## config.mk

```make
export PLATFORM = sky130hd
export DESIGN_NAME = mult_switch_mac
export DESIGN_NICKNAME = d
export VERILOG_FILES = /design/src/rtl/mult_switch_pkg.sv /design/src/rtl/mult_switch_mac_pipe.sv /design/src/rtl/mult_switch_mac.sv
export SDC_FILE = /design/constraint.sdc
export NUM_CORES = 1
export LEC_CHECK = 0
export CORE_UTILIZATION = 51
export CTS_CLUSTER_SIZE = 16
export DETAILED_ROUTE_END_ITERATION = 8
export GPL_TIMING_DRIVEN = 0
export PLACE_DENSITY = 0.69
export SLEW_MARGIN = 20
export SYNTH_ARGS = -nofsm -noshare
export SYNTH_HDL_FRONTEND = slang
export SYNTH_HIERARCHICAL = 1
export SYNTH_SLANG_ARGS = --single-unit
```

## constraint.sdc

```tcl
create_clock -name clk -period 9.8 [get_ports clk]
set_input_delay 2.94 -clock clk [delete_from_list [all_inputs] [get_ports clk]]
set_output_delay 2.94 -clock clk [all_outputs]
set_load 0.005 [all_outputs]
```

## src/rtl/mult_switch_pkg.sv

```systemverilog
// mult_switch_pkg: shared mode encodings, select-width helper and pipeline tag
package mult_switch_pkg;

    typedef enum logic {
        MODE_MULT = 1'b0,
        MODE_MAC  = 1'b1
    } mode_e;

    typedef struct packed {
        logic  valid;
        mode_e mode;
        logic  last;
    } tag_t;

    function automatic int sel_width(input int depth);
        return (depth > 1) ? $clog2(depth) : 1;
    endfunction

endpackage

```

## src/rtl/mult_switch_mac_pipe.sv

```systemverilog
// mult_pipe: signed multiplier pipeline of MULT_LAT stages carrying a tag alongside
module mult_pipe
    import mult_switch_pkg::*;
#(
    parameter int IN_DATA_TYPE = 16,
    parameter int MULT_LAT     = 2
) (
    input  logic                      clk,
    input  logic                      rst,
    input  logic                      i_valid,
    input  tag_t                      i_tag,
    input  logic [IN_DATA_TYPE-1:0]   i_a,
    input  logic [IN_DATA_TYPE-1:0]   i_b,
    output logic                      o_valid,
    output tag_t                      o_tag,
    output logic [2*IN_DATA_TYPE-1:0] o_p
);

    logic [2*IN_DATA_TYPE-1:0] p [MULT_LAT];
    tag_t                      t [MULT_LAT];

    // Product data is never reset or gated; only the valid bit qualifies it.
    always_ff @(posedge clk) begin
        p[0] <= $signed(i_a) * $signed(i_b);
        for (int i = 1; i < MULT_LAT; i++) p[i] <= p[i-1];
        if (rst) begin
            for (int i = 0; i < MULT_LAT; i++) t[i] <= '0;
        end else begin
            t[0] <= '{valid: i_valid & i_tag.valid, mode: i_tag.mode, last: i_tag.last};
            for (int i = 1; i < MULT_LAT; i++) t[i] <= t[i-1];
        end
    end

    assign o_valid = t[MULT_LAT-1].valid;
    assign o_tag   = t[MULT_LAT-1];
    assign o_p     = p[MULT_LAT-1];

endmodule

```

## src/rtl/mult_switch_mac.sv

```systemverilog
// mult_switch_mac: stationary-operand multiply switch with per-beat MULT/MAC output
module mult_switch_mac
    import mult_switch_pkg::*;
#(
    parameter int IN_DATA_TYPE  = 16,
    parameter int OUT_DATA_TYPE = 32,
    parameter int BUF_DEPTH     = 4,
    parameter int MULT_LAT      = 2,
    parameter int SEL_W         = sel_width(BUF_DEPTH)
) (
    input  logic                     clk,
    input  logic                     rst,
    input  logic                     i_valid,
    input  logic [IN_DATA_TYPE-1:0]  i_data,
    input  logic                     i_stationary,
    input  logic [SEL_W-1:0]         i_sel,
    input  logic                     i_acc_mode,
    input  logic                     i_acc_last,
    input  logic                     i_clear,
    output logic                     o_valid,
    output logic [OUT_DATA_TYPE-1:0] o_data,
    output logic [BUF_DEPTH-1:0]     o_buf_valid,
    output logic                     o_drop
);

    logic [IN_DATA_TYPE-1:0]    entry [BUF_DEPTH];
    logic [BUF_DEPTH-1:0]       buf_valid;
    logic                       load, stream, hit;
    logic                       pv;
    tag_t                       ptag;
    logic [2*IN_DATA_TYPE-1:0]  pp;
    logic [OUT_DATA_TYPE-1:0]   prod, sum, acc;
    logic                       first;

    assign load        = i_valid & i_stationary;
    assign stream      = i_valid & ~i_stationary;
    assign hit         = stream & buf_valid[i_sel];
    assign o_buf_valid = buf_valid;

    // A load issued together with a clear wins for its own entry.
    always_ff @(posedge clk) begin
        if (rst) begin
            for (int i = 0; i < BUF_DEPTH; i++) entry[i] <= '0;
            buf_valid <= '0;
            o_drop    <= 1'b0;
        end else begin
            if (i_clear) buf_valid <= '0;
            if (load) begin
                entry[i_sel]     <= i_data;
                buf_valid[i_sel] <= 1'b1;
            end
            o_drop <= stream & ~buf_valid[i_sel];
        end
    end

    mult_pipe #(
        .IN_DATA_TYPE(IN_DATA_TYPE),
        .MULT_LAT    (MULT_LAT)
    ) u_pipe (
        .clk    (clk),
        .rst    (rst),
        .i_valid(hit),
        .i_tag  ('{valid: hit, mode: mode_e'(i_acc_mode), last: i_acc_last}),
        .i_a    (i_data),
        .i_b    (entry[i_sel]),
        .o_valid(pv),
        .o_tag  (ptag),
        .o_p    (pp)
    );

    assign prod = OUT_DATA_TYPE'($signed(pp));
    assign sum  = (first ? '0 : acc) + prod;

    always_ff @(posedge clk) begin
        if (rst) begin
            o_valid <= 1'b0;
            o_data  <= '0;
            acc     <= '0;
            first   <= 1'b1;
        end else begin
            o_valid <= pv & ptag.valid & (ptag.mode == MODE_MULT | ptag.last);
            if (pv & ptag.valid) begin
                if (ptag.mode == MODE_MULT) begin
                    o_data <= prod;
                end else if (ptag.last) begin
                    o_data <= sum;
                    acc    <= '0;
                    first  <= 1'b1;
                end else begin
                    acc   <= sum;
                    first <= 1'b0;
                end
            end
        end
    end

endmodule

```

### After elaboration in Yosys (flattened, before gate mapping)

Memories as Yosys holds them, arrays and structs flattened.
Cells that the tools add are included.

| cells by class | value |
|---|---|
| $add $sub $neg | 1 |
| $mul | 1 |
| magnitude comparators | 2 |
| equal/unequal tests | 1 |
| muxes and demuxes | 23 |
| bitwise logic cells | 12 |
| reduce and logical (&&, ||, !) cells | 4 |

Operators with widths:

| kind | number |
|---|---|
| two-way mux 32 bit | 4 |
| adder 32 bit | 1 |
| multiplier 16 x 16 -> 32 bit | 1 |
| two-way mux 16 bit | 1 |
| OR reduction 16 bit | 1 |
| two-way mux 4 bit | 3 |
| two-way mux 1 bit | 10 |
| two-way mux 3 bit | 2 |
| AND 1 bit | 5 |
| OR 4 bit | 1 |
| AND reduction 2 bit | 2 |
| < comparator 2 x 3 -> 1 bit (second input constant) | 1 |
| NOT 1 bit | 3 |
| OR 1 bit | 3 |
| binary-select mux 1 bit (select 2 bit) | 1 |
| demux 1 bit (select 2 bit) | 1 |
| greater-or-equal comparator 2 x 1 -> 1 bit (second input constant) | 1 |
| two-way mux 2 bit | 1 |
| inequality test 2 bit (second input constant) | 1 |
| logical AND 1 bit | 1 |

| storage, ports and cells | value |
|---|---|
| flip-flop bits (word level) | 71 |
| RAM bits | 134 |
| bits of input ports | 25 |
| output and inout port bits | 38 |
| logic and storage cells | 53 |
| memories kept | 3 |

Memories:

| memory | depth | width | rd ports | clocked after memory_dff | write ports | RTL line | RTL |
|---|---|---|---|---|---|---|---|
| entry | 4 | 16 | 1 | 0 | 4 | mult_switch_mac.sv:26 | `logic [IN_DATA_TYPE-1:0] entry [BUF_DEPTH];` |
| u_pipe.p | 2 | 32 | 2 | 0 | 2 | mult_switch_mac_pipe.sv:19 | `logic [2*IN_DATA_TYPE-1:0] p [MULT_LAT];` |
| u_pipe.t | 2 | 3 | 2 | 0 | 2 | mult_switch_mac_pipe.sv:20 | `tag_t t [MULT_LAT];` |

### Longest topological paths before layout

| logic depth | value |
|---|---|
| depth after elaboration | 6 |
| mapped depth | 25 |
| mapped depth without buffers | 21 |

### By module

The synthesis kept the hierarchy.

Modules (own cells, without submodules):

| module | times used | cells an instance | area an instance (sq um) | sequential area each (sq um) |
|---|---|---|---|---|
| mult_pipe | 1 | 1206 | 11674.9 | 1401.3 |
| mult_switch_mac | 1 | 738 | 7498.4 | 3343.2 |

### Worst setup path after synthesis

No wires, ideal clock.

| path | value |
|---|---|
| path kind | input to register |
| start | input i_sel[0] |
| end | memory u_pipe/p[0][29] (netlist name) |
| arrival time | 9185 ps |
| required time | 9677 ps |
| slack | 492 ps |
| stages on the path | 21 |
| path through | buf_1 -> mux4_2 -> clkbuf_1 -> nand2_1 -> inv_1 -> fa_1 -> fa_1 -> fa_1 -> fa_1 -> fa_1 -> inv_1 -> fa_1 -> inv_1 -> ha_1 -> a21o_1 -> a21oi_1 -> o21ai_0 -> a211oi_1 -> o21bai_1 -> o21bai_1 -> xor2_1 |

RTL lines:

| item | RTL line | RTL |
|---|---|---|
| start, declared | mult_switch_mac.sv:16 | `input logic [SEL_W-1:0] i_sel,` |
| end, declared | mult_switch_mac_pipe.sv:19 |  |

==> results.toml <==
[run_status]
outcome = "completed"

[cells_and_area]
fin_cells = 2512
seq_area_um2 = 4740
mostFrequentLayoutCell = "inv_1"
fillCellCount = 3251
syn2layout_area_growth_pct = 10.6
mostFrequentLayoutCells = "302 x inv_1, 262 x fa_1, 187 x and2_1"
nets = 2427
multiInputGateArea_um2 = 12700
drive_above_1_share = 0.0690

[timing]
setup_viol = 0
drv_slew = 0
rsz0062_at_grt = "no"
slew_headroom = 0.351
fin_hold_ws_ns = 0.309
finClkSkew_ns = 0.0145
finalHoldViolations = 0
period_share = 0.961
tightest_slew_ns = 0.966
max_freq_mhz = 106
finalSetupTns_ns = 0
final.min_clock_period_ns = 9.41
final.setup.worst_slack_ns = 0.385

[yosys]
yosysTopAreaCellShare = 0.275
yosysSeqAreaShare = 0.247
synth-simple-area-share = 0.153
synthCells = 1944
synth_top_area_cell = "fa_1"
synth_top_family_by_area = "adder cells"
async_flop_share = 0
synth_seq_cells = 205
yosys.area_share.adder = 0.348
syn_avg_cell_area_um2 = 9.86
synth_xor_xnor_area_share = 0.0265
synth_mux_area_frac = 0.0273
syn-num-nets = 2345
ys.flop_type = "dfxtp_1"
synth_area_um2 = 19200
yosysWarnings = 6
synth_cell_types = 86
synth_enable_flop_cells = 64
yosys-top-cells-area = "fa_1 27%, dfxtp_1 15%, edfxtp_1 10%"
synth_compound_area_frac = 0.106

[cts]
cts-root-buf = "clkbuf_16"
clk_pin_slew_ns = 0.06
htreeDepth = 1
numCtsBuffers = 23
clk_latency_ns = 0.54
cts_tree = "built"
cts_num_sinks = 205
clockBufferDepth = 3

[critical_path]
crit_type = "in -> reg"
path_cells = "clkdlybuf4s50_1, buf_2, mux4_2, clkbuf_1, and2_1, fa_1, fa_1, fa_1, fa_1, fa_1, inv_1, fa_1, inv_1, ha_1, a21o_1, a21o_1, a32oi_1, nand3_2, o21ai_4, nand2_2, a311o_1"
cpMostUsedCell = "fa_1"
slowest_delay_ns = 0.65
timing.rr.start = "entry[2][4]$_SDFFCE_PN0P_"
startpoint = "i_sel[0]"
cp_num_buf_inv = 5
crit_family = "adder cells"
endpoint_kind = "flip-flop"
crit_required_ns = 10.23
cp_max_fo = 10
crit_slowest_cell = "mux4_2"
cp.arrival_ns = 9.84
worst_setup_path_start_kind = "input pin"

[global_route]
grtUsageTotal = 0.258
globalRouteMet1Util = 0.331
use_met3 = 0.0297
grt_pass1_vias = 14700
antenna_found_initial = 0
grt_pass1_wl_um = 77000
grtUsageMet2 = 0.456
grt_max_degree = 17
grt_most_used_layer = "met2"
grt_overflow = 0

[detailed_routing]
dr.pass1.iters = 5
first_iter_violations = 673
viasPerCell = 5.44
drc = 0
num_vias = 13700
ant_nets = 0
wl_per_cell_um = 18.5
postRouteWirelength_um = 46600

[place]
globalplace.congestion = 0.936
dpl.hpwl_um = 37700
dp_slack_ns = -1.07
port_buffers = 62
dp.cells = 2474

[die]
rows = 70
dieArea_um2 = 38400
start_util = 0.521
die_w_um = 196
io_pins = 63
fp.dieH_um = 196
core-area_um2 = 36800

[flow_run]
maxCapViolCount = 0

[hold_path]
min_path_type = "reg -> reg"
hp-start = "u_pipe/p[0][1]$_DFF_P_"
## Yosys cell counts (14+ instances only)
library cell and number:
a21o_1 33, a21oi_1 78, nor2_1 81, o21ai_0 49, xnor2_1 39, nand3_1 21
buf_4 35, a31oi_1 15, nand2_1 156, mux4_2 17, inv_1 302, mux2i_1 14
fa_1 263, a211oi_1 19, ha_1 113, nor2b_1 41, and2_1 187, edfxtp_1 64
clkbuf_1 68, xor2_1 19, dfxtp_1 141
## path summary, 6_finish.rpt
kind / cells past startpoint / slack [ns] / end
setup reg to reg: 20 / 3.33 / u_pipe/p[0][27]$_DFF_P_
hold reg to reg: 0 / 0.31 / u_pipe/p[0][33]$_DFF_P_
setup / recovery: 21 / 0.39 / u_pipe/p[0][27]$_DFF_P_
hold / removal: 0 / 0.31 / u_pipe/p[0][33]$_DFF_P_
## final cells by class
class                   instances  share of cell area
plain buffers                 106              0.0274
diodes                          1            0.000118
repair buffers                 67              0.0310
flip-flops and latches        205               0.224
multi-input cells            1320               0.598
inverters                     303              0.0536
clock inverters                12             0.00779
well taps                     468              0.0276
clock buffers                  30              0.0304
## kinds of logic after synthesis
group | after synthesis
xor+xnor | 58
flops | 205
buf+inv | 419
compound gates | 297
mux | 31
fa+ha+maj | 376
simple gates | 558
## timing repair
item | in CTS | in global routing
buffers inserted | 0 | 5
endpoints found under the setup margin | 13 | 10
gates resized for setup | 6 | 9
hold buffers | 0 | 0
endpoints found under the hold margin | 0 | 0
## registers in the layout, indices dropped and copies added, names as in the netlist
register and flops:
acc 32, o_buf_valid 4, o_data 32, o_valid 1
first 1, o_drop 1, entry 64, u_pipe/p 64
u_pipe/t 6
## metrics by stage
| step | area, um2 | utilization |
|---|---|---|
| after CTS | 21200 | 0.576 |
| after global placement | 20400 | 0.554 |
| after detailed placement | 20400 | 0.554 |
| after floorplan | 19200 | - |
| after global routing | 21200 | 0.577 |
| final | 21200 | 0.577 |
## routing by layer
layer,routed length (um),vias to the layer above
li1,-,6412
met1,19900,6753
met2,23000,422
met3,2300,87
met4,1390,0
met5,0,-
Power is not shown: default switching activity piles up to over one toggle a cycle in this logic, so the estimate is an artifact.
